===== config.mk =====
export PLATFORM = sky130hd
export DESIGN_NAME = if_stage
export DESIGN_NICKNAME = d
export VERILOG_FILES = /design/src/rtl/if_stage.sv
export SDC_FILE = /design/constraint.sdc
export NUM_CORES = 1
export LEC_CHECK = 0
export ABC_AREA = 1
export BUFFER_PORTS_ARGS = -buffer_cell sky130_fd_sc_hd__buf_2
export CAP_MARGIN = 20
export CORE_AREA = 2 2 90 179
export CTS_CLUSTER_SIZE = 10
export DETAILED_ROUTE_END_ITERATION = 10
export DIE_AREA = 0 0 92 181
export PLACE_DENSITY = 0.62
export SLEW_MARGIN = 20
export SYNTH_ARGS = -nofsm -noshare
export SYNTH_HDL_FRONTEND = slang
export SYNTH_SLANG_ARGS = --single-unit

===== constraint.sdc =====
create_clock -name clk -period 1.7 [get_ports clk]
set_clock_uncertainty 0.05 [all_clocks]
set_input_delay 0 -clock clk [delete_from_list [all_inputs] [get_ports clk]]
set_output_delay 0 -clock clk [all_outputs]
set_load 0.005 [all_outputs]

===== src/rtl/if_stage.sv =====
// ---------------------------------------------------------------------------
// if_stage -- instruction-fetch stage of the 5-stage pipeline.
//
// Owns the program counter and the IF/ID pipeline register. Each cycle the
// PC is driven to instruction memory. The word that comes back
// (asynchronous read) is captured into IF/ID together with its PC.
//
// Control inputs, in priority order while running:
//   redirect_i > stall_i > normal sequential fetch.
// When the fetched word is the halt encoding, the stage also stops
// fetching on its own.
//
// Ports:
//   clk            in   rising-edge clock
//   reset          in   synchronous, active-high reset
//   stall_i        in   hold PC and IF/ID (load-use hazard)
//   redirect_i     in   control transfer from EX: flush IF/ID, load PC
//   redirect_pc_i  in   redirect target byte address (low 2 bits ignored)
//   imem_addr_o    out  instruction-memory address (= pc, combinational)
//   imem_rdata_i   in   instruction word, valid in the same cycle
//   if_pc_o        out  IF/ID.Curr_Pc
//   if_instr_o     out  IF/ID.Curr_Instr
//   if_valid_o     out  IF/ID holds a real instruction (0 = bubble)
//   halted_o       out  fetch stopped on the halt instruction
//   fetch_cnt_o    out  saturating count of instructions captured
// ---------------------------------------------------------------------------
module if_stage #(
  parameter int                  PC_W       = 9,
  parameter int                  INSTR_W    = 32,
  parameter logic [PC_W-1:0]     RESET_PC   = 9'h000,
  parameter logic [INSTR_W-1:0]  NOP_INSTR  = 32'h0000_0013,
  parameter logic [INSTR_W-1:0]  HALT_INSTR = 32'h0010_0073
) (
  input  logic               clk,
  input  logic               reset,
  input  logic               stall_i,
  input  logic               redirect_i,
  input  logic [PC_W-1:0]    redirect_pc_i,
  output logic [PC_W-1:0]    imem_addr_o,
  input  logic [INSTR_W-1:0] imem_rdata_i,
  output logic [PC_W-1:0]    if_pc_o,
  output logic [INSTR_W-1:0] if_instr_o,
  output logic               if_valid_o,
  output logic               halted_o,
  output logic [31:0]        fetch_cnt_o
);

  typedef enum logic [1:0] {
    BOOT = 2'd0,
    RUN  = 2'd1,
    HALT = 2'd2
  } state_t;

  state_t             state_r, next_state_s;
  logic [PC_W-1:0]    pc_r, next_pc_s;
  logic [PC_W-1:0]    next_if_pc_s;
  logic [INSTR_W-1:0] next_if_instr_s;
  logic               next_if_valid_s;
  logic               next_halted_s;
  logic [31:0]        next_cnt_s;
  logic [PC_W-1:0]    redirect_aligned_s;
  logic [31:0]        cnt_inc_s;

  // Redirect targets are word-aligned by clearing the two low bits.
  assign redirect_aligned_s = {redirect_pc_i[PC_W-1:2], 2'b00};

  // The fetch counter saturates at all-ones instead of wrapping.
  assign cnt_inc_s = (fetch_cnt_o == 32'hFFFF_FFFF) ? fetch_cnt_o
                                                    : fetch_cnt_o + 32'd1;

  assign imem_addr_o = pc_r;

  // Next-state and next-register computation for PC, IF/ID and the counter.
  always_comb begin
    next_state_s    = state_r;
    next_pc_s       = pc_r;
    next_if_pc_s    = if_pc_o;
    next_if_instr_s = if_instr_o;
    next_if_valid_s = if_valid_o;
    next_halted_s   = halted_o;
    next_cnt_s      = fetch_cnt_o;

    case (state_r)
      BOOT: begin
        // One idle cycle. The inputs are ignored and IF/ID stays a bubble.
        next_if_pc_s    = {PC_W{1'b0}};
        next_if_instr_s = NOP_INSTR;
        next_if_valid_s = 1'b0;
        next_state_s    = RUN;
      end
      RUN: begin
        if (redirect_i) begin
          next_pc_s       = redirect_aligned_s;
          next_if_pc_s    = {PC_W{1'b0}};
          next_if_instr_s = NOP_INSTR;
          next_if_valid_s = 1'b0;
        end else if (stall_i) begin
          next_pc_s = pc_r;
        end else begin
          next_if_pc_s    = pc_r;
          next_if_instr_s = imem_rdata_i;
          next_if_valid_s = 1'b1;
          next_cnt_s      = cnt_inc_s;
          if (imem_rdata_i == HALT_INSTR) begin
            // The PC is left on the halt word, so the fetch address freezes there.
            next_halted_s = 1'b1;
            next_state_s  = HALT;
          end else begin
            next_pc_s = pc_r + 9'd4;
          end
        end
      end
      HALT: begin
        // IF/ID drains to a bubble. Only a redirect, which comes from an
        // older branch and means the halt was on the wrong path, restarts
        // fetch.
        next_if_pc_s    = {PC_W{1'b0}};
        next_if_instr_s = NOP_INSTR;
        next_if_valid_s = 1'b0;
        if (redirect_i) begin
          next_pc_s     = redirect_aligned_s;
          next_halted_s = 1'b0;
          next_state_s  = RUN;
        end else begin
          next_pc_s = pc_r;
        end
      end
      default: begin
        next_state_s    = BOOT;
        next_pc_s       = RESET_PC;
        next_if_pc_s    = {PC_W{1'b0}};
        next_if_instr_s = NOP_INSTR;
        next_if_valid_s = 1'b0;
        next_halted_s   = 1'b0;
      end
    endcase
  end

  // Register all state and outputs. Reset overrides everything.
  always_ff @(posedge clk) begin
    if (reset) begin
      state_r     <= BOOT;
      pc_r        <= RESET_PC;
      if_pc_o     <= {PC_W{1'b0}};
      if_instr_o  <= NOP_INSTR;
      if_valid_o  <= 1'b0;
      halted_o    <= 1'b0;
      fetch_cnt_o <= 32'd0;
    end else begin
      state_r     <= next_state_s;
      pc_r        <= next_pc_s;
      if_pc_o     <= next_if_pc_s;
      if_instr_o  <= next_if_instr_s;
      if_valid_o  <= next_if_valid_s;
      halted_o    <= next_halted_s;
      fetch_cnt_o <= next_cnt_s;
    end
  end

endmodule


Yosys cells after proc, flatten, opt, wreduce, memory -nomap -nowiden:

Index checks and enable logic that the tools add are counted.

* $add $sub $neg: 2
* equal/unequal tests: 10
* mux-type cells: 15
* bitwise operators: 5
* reductions and logical operators: 6

Operators by type and width (count)
* 9-bit two-way mux: 4
* 32-bit by 1-bit adder with 32-bit output, second input constant: 1
* 32-bit by 21-bit equality test with 1-bit output, second input constant: 1
* 32-bit equality test, second input constant: 1
* 9-bit case mux with 3 select lines: 1
* 4-bit AND reduction: 3
* 9-bit by 3-bit adder with 9-bit output, second input constant: 1
* 2-bit two-way mux: 4
* 2-bit != test, second input constant: 4
* 3-bit != test, second input constant: 2
* 2-bit case mux with 3 select lines: 1
* 1-bit inverter: 5
* 5-bit AND reduction: 1
* 1-bit two-way mux: 4
* 1-bit case mux with 3 select lines: 1
* 3-bit OR reduction: 1
* 2-bit by 1-bit equality test with 1-bit output, second input constant: 1
* 2-bit equality test, second input constant: 1
* 2-bit zero test: 1

* register bits after elaboration: 86
* bits of input ports: 45
* output and inout port bits: 84
* logic and storage cells: 45

Logic depth before layout (Yosys ltp):

* word-level depth: 5
* depth in mapped cells: 12
* gate-level depth less buffers: 12

Least setup slack after synthesis:

No wires, ideal clock.

* path kind: reg-to-reg
* start: register fetch_cnt_o[0]
* end: register fetch_cnt_o[14]
* library setup time: 0.133 ns
* arrival: 1.458 ns
* required time: 1.517 ns
* setup slack: 0.059 ns
* cell stages (with the launch flop): 12
* buffers on the path: 1
* clock period less this slack: 1.641 ns
* cells stage by stage: dfxtp_1 > ha_1 > nand3_1 > inv_1 > nand2_1 > nor2_2 > nand2_2 > nand2_4 > inv_2 > buf_6 > nand2_1 > a21oi_2

* longest elaborated chain between the ends: 3
* elaborated cells on any way between the ends: 4
* those cells by class: add/sub (1); eq/ne (1); bitwise (1); reduce/logical (1)

RTL lines
* from (decl): RTL line 45 `output logic [31:0] fetch_cnt_o`
* from (signal assigned): RTL line 156 `fetch_cnt_o <= next_cnt_s;`
* branches (longest 3 deep; another with 32-bit by 1-bit adder with 32-bit output)

Parallel ways; which one is timed is not known.
A chain may end at the register's enable or synchronous reset.

Final worst setup path:

* start: register fetch_cnt_o[7]
* end: register fetch_cnt_o[14]

The elaborated chain is that of the path after synthesis.

==> flow_metrics.py <==
metrics = {
    "clocking": {
        "cts_tree": "built",
        "path_clk_slew_ns": 0.07,
        "cts-htree-levels": 3,
        "clock_latency_ns": 0.34,
        "clock_sinks": 82,
        "cts_root_buffer": "clkbuf_16",
        "cts_buffer_depth": 2,
        "cts_buffers": 9,
    },
    "min_path": {
        "hp-class": "in -> reg",
        "whs_path_depth": 5,
    },
    "setup_path": {
        "cpMostUsedCell": "nand2_1",
        "crit_buf_inv": 1,
        "rr_worst_depth": 8,
        "cp-startpoint": "fetch_cnt_o[7]",
        "max_stage_delay_ns": 0.36,
        "end_kind": "flop",
        "cp.arrival_ns": 1.87,
        "cp_slowest_cell": "dfxtp_1",
        "crit_required_ns": 1.92,
        "cp-start-kind": "flop",
        "crit_chain": "nand2_1 -> nor2_1 -> nand2_1 -> nor2_1 -> buf_4 -> xor2_1 -> nand2_1 -> a21oi_2",
        "cp_num_cells": 8,
        "regToRegSetupSlack_ns": 0.04,
        "r2r-start": "fetch_cnt_o[7]",
        "critical-path-top-delay-family": "simple AND/OR/NAND/NOR gates",
        "crit_path_end": "fetch_cnt_o[14]",
        "critPathMaxFanout": 3,
        "r2r-end": "fetch_cnt_o[14]",
        "crit_type": "reg -> reg",
    },
    "timing": {
        "fin_crit_ns": 1.66,
        "post-route-period-util_pct": 97.5,
        "worst_pin_slew_ns": 0.655,
        "rsz0062_at_grt": "true",
        "drv_slew": 0,
        "hold_ws_ns": 0.0217,
        "hold_viol_final": 0,
        "fmax_mhz": 603,
        "setup_viol": 0,
        "slew_headroom_pct": 56.3,
        "tns_ns": 0,
    },
    "global_route": {
        "grt_pass1_vias": 4945,
        "grt_pass1_wl_um": 23500,
        "grt_max_degree": 68,
        "antenna_found_initial": 0,
        "grt_usage_pct": 18.0,
        "grt.overflow.total": 0,
    },
    "die": {
        "rows": 64,
        "die_h_um": 181,
        "initial_utilization_pct": 28.6,
        "ios": 129,
        "die_area_mm2": 0.0167,
        "core-area_mm2": 0.0152,
        "dieWidth_um": 92,
    },
    "logic_synthesis": {
        "synth_top_area_share_pct": 37.7,
        "postSynthCellCount": 688,
        "ys_ff_latch": 82,
        "ys_seq_area_share_pct": 37.7,
        "synth_warnings": 0,
        "yosys-top-cells-area": "dfxtp_1 38%, nand2_1 19%, nor2_1 11%",
        "syn_area_per_cell_um2": 6.33,
        "netlist_area_mm2": 0.00435,
        "synth_largest_area_cell": "dfxtp_1",
        "ys_types": 31,
    },
    "final_layout": {
        "diodes": 0,
        "drive_gt1_share_pct": 30.6,
        "fin_area_mm2": 0.00643,
        "area_growth_pct": 47.7,
        "nFillCells": 1584,
        "final_nets": 949,
    },
    "pwr": {
        "p_per_area_mw_per_mm2": 901,
        "p_int_w": 0.00390,
        "combPwrFrac_pct": 27.5,
        "leakagePower_nw": 2.99,
        "swShare_pct": 32.7,
        "pwr-share-seq_pct": 38.3,
        "vdd_ir_drop_max_uv": 472,
        "p_switching_w": 0.00189,
        "p_clk_share_pct": 34.2,
    },
    "route": {
        "drtIter0Drc": 107,
        "drc": 0,
        "via_count": 5040,
        "finalWirelength_um": 15000,
        "ant_nets": 0,
        "wl_per_cell_um": 13.6,
        "firstDrtPassIters": 5,
        "via_per_inst": 4.58,
    },
    "run": {
        "drv_cap": 0,
    },
    "placement": {
        "port_buffers": 122,
        "dp_hpwl_um": 11100,
        "placed_area_mm2": 0.00554,
        "place.gp.congestion": 0.868,
    },
    "status": {
        "outcome": "finished, final reports clean",
    },
}
registers in the layout, summed over array words and instances, names as in the netlist:
name / cells
imem_addr_o: 7
if_valid_o: 1
fetch_cnt_o: 32
halted_o: 1
if_instr_o: 32
state_r: 2
if_pc_o: 7
timing repair:
action | 4_1_cts | 5_1_grt
cloned | 0 | 1
endpoints found under the setup margin | 13 | 38
pin swaps | 0 | 11
hold buffers | 33 | 0
endpoints found under the hold margin | 36 | 0
buffers inserted | 0 | 3
resized for setup | 4 | 68
synthesized netlist by cell type:
| library cell | instances |
|---|---|
| inv_2 | 3 |
| nand2_2 | 1 |
| conb_1 | 1 |
| and2_0 | 1 |
| nor3_2 | 2 |
| buf_6 | 5 |
| o21ai_1 | 2 |
| a21oi_2 | 7 |
| o21bai_1 | 2 |
| nand4_1 | 5 |
| nor2_2 | 8 |
| buf_2 | 1 |
| xnor2_1 | 4 |
| nand2_1 | 219 |
| dfxtp_1 | 82 |
| xor2_1 | 8 |
| o21ai_0 | 8 |
| inv_1 | 64 |
| a21boi_0 | 1 |
| nand3b_1 | 5 |
| a22o_1 | 1 |
| clkbuf_1 | 12 |
| nand2_4 | 1 |
| buf_1 | 3 |
| o31ai_1 | 1 |
| buf_4 | 4 |
| nor2_1 | 131 |
| nor3_1 | 12 |
| a21oi_1 | 60 |
| nand3_1 | 28 |
| ha_1 | 6 |
per-stage QoR:
step | total power [W] | setup slack, ns | util (%) | instances
4_1_cts | 0.00574 | 0.0215 | 40.6 | 1097
3_5_place_dp | 0.00368 | -0.0228 | 36.4 | 1048
5_1_grt | 0.00615 | -0.120 | 42.3 | 1101
6_report | 0.00579 | 0.0425 | 42.3 | 1101
3_3_place_gp | 0.00367 | -0.0173 | 36.4 | 1048
2_1_floorplan | 0.00311 | 0.0590 | - | 691
layout by cell type (no fill, tap or decap), drive strengths merged, types with 2 or more instances in the layout:
cell	n
a21oi	67
buf	187
clkbuf	11
clkinv	2
clkinvlp	2
conb	4
dfxtp	82
dlygate4sd3	33
ha	6
inv	68
nand2	221
nand3	28
nand3b	5
nand4	5
nor2	139
nor3	14
o21ai	10
o21bai	2
xnor2	4
xor2	8
layer usage:
metal / track usage, % / vias to the layer above / wire (µm) / share of wire (%)
li1: - / 2556 / - / -
met2: 36.1 / 152 / 8510 / 57
met5: 0 / - / 0 / 0
met4: 10.6 / 0 / 741 / 5.0
met1: 16.3 / 2289 / 5130 / 34
met3: 2.59 / 43 / 588 / 3.9
layout make-up:
type,instances,area [µm²],area share [%]
Clock buffer,10,229,3.56
Clock inverter,6,65.1,1.01
Inverter,67,263,4.09
Multi-Input combinational cell,517,2470,38.5
Sequential cell,82,1670,25.9
Tap cell,198,248,3.85
Timing Repair Buffer,221,1490,23.1
logic make-up (layout without fill, tap and decap cells):
| logic type | count (synthesis) | after routing | synth area share (%) |
|---|---|---|---|
| flops | 82 | 82 | 37.7 |
| fa+ha+maj | 6 | 6 | 1.73 |
| compound gates | 82 | 82 | 10.4 |
| xor+xnor | 12 | 12 | 2.42 |
| buf+inv | 92 | 304 | 9.17 |
| other cells | 1 | 4 | 0.0862 |
| simple gates | 413 | 413 | 38.5 |
power by group through the flow:
stage	clock [W]	combinational [W]	sequential, W
floorplan	0	0.000859	0.00225
global placement	0	0.00142	0.00225
detailed placement	0	0.00143	0.00225
CTS	0.00204	0.00149	0.00221
global route	0.00210	0.00180	0.00225
finish	0.00198	0.00159	0.00222
worst register-to-register path: stages, from the launching register on:
cell and delay [ns]:
dfxtp_1 0.36, nand2_1 0.12, nor2_1 0.30, nand2_1 0.14, nor2_1 0.16, buf_4 0.14, xor2_1 0.14, nand2_1 0.08
a21oi_2 0.11
worst min-delay path by stage:
stage | end | slack, ns | start
floorplan | if_instr_o[0] | 0.08 | imem_rdata_i[0]
CTS | imem_addr_o[8] | 0.01 | redirect_pc_i[8]
detailed placement | if_instr_o[1] | 0.20 | imem_rdata_i[1]
global placement | if_instr_o[1] | 0.18 | imem_rdata_i[1]
finish | imem_addr_o[8] | 0.02 | redirect_pc_i[8]
global route | imem_addr_o[8] | 0.05 | redirect_pc_i[8]
Power figures use the tool's default switching activity.
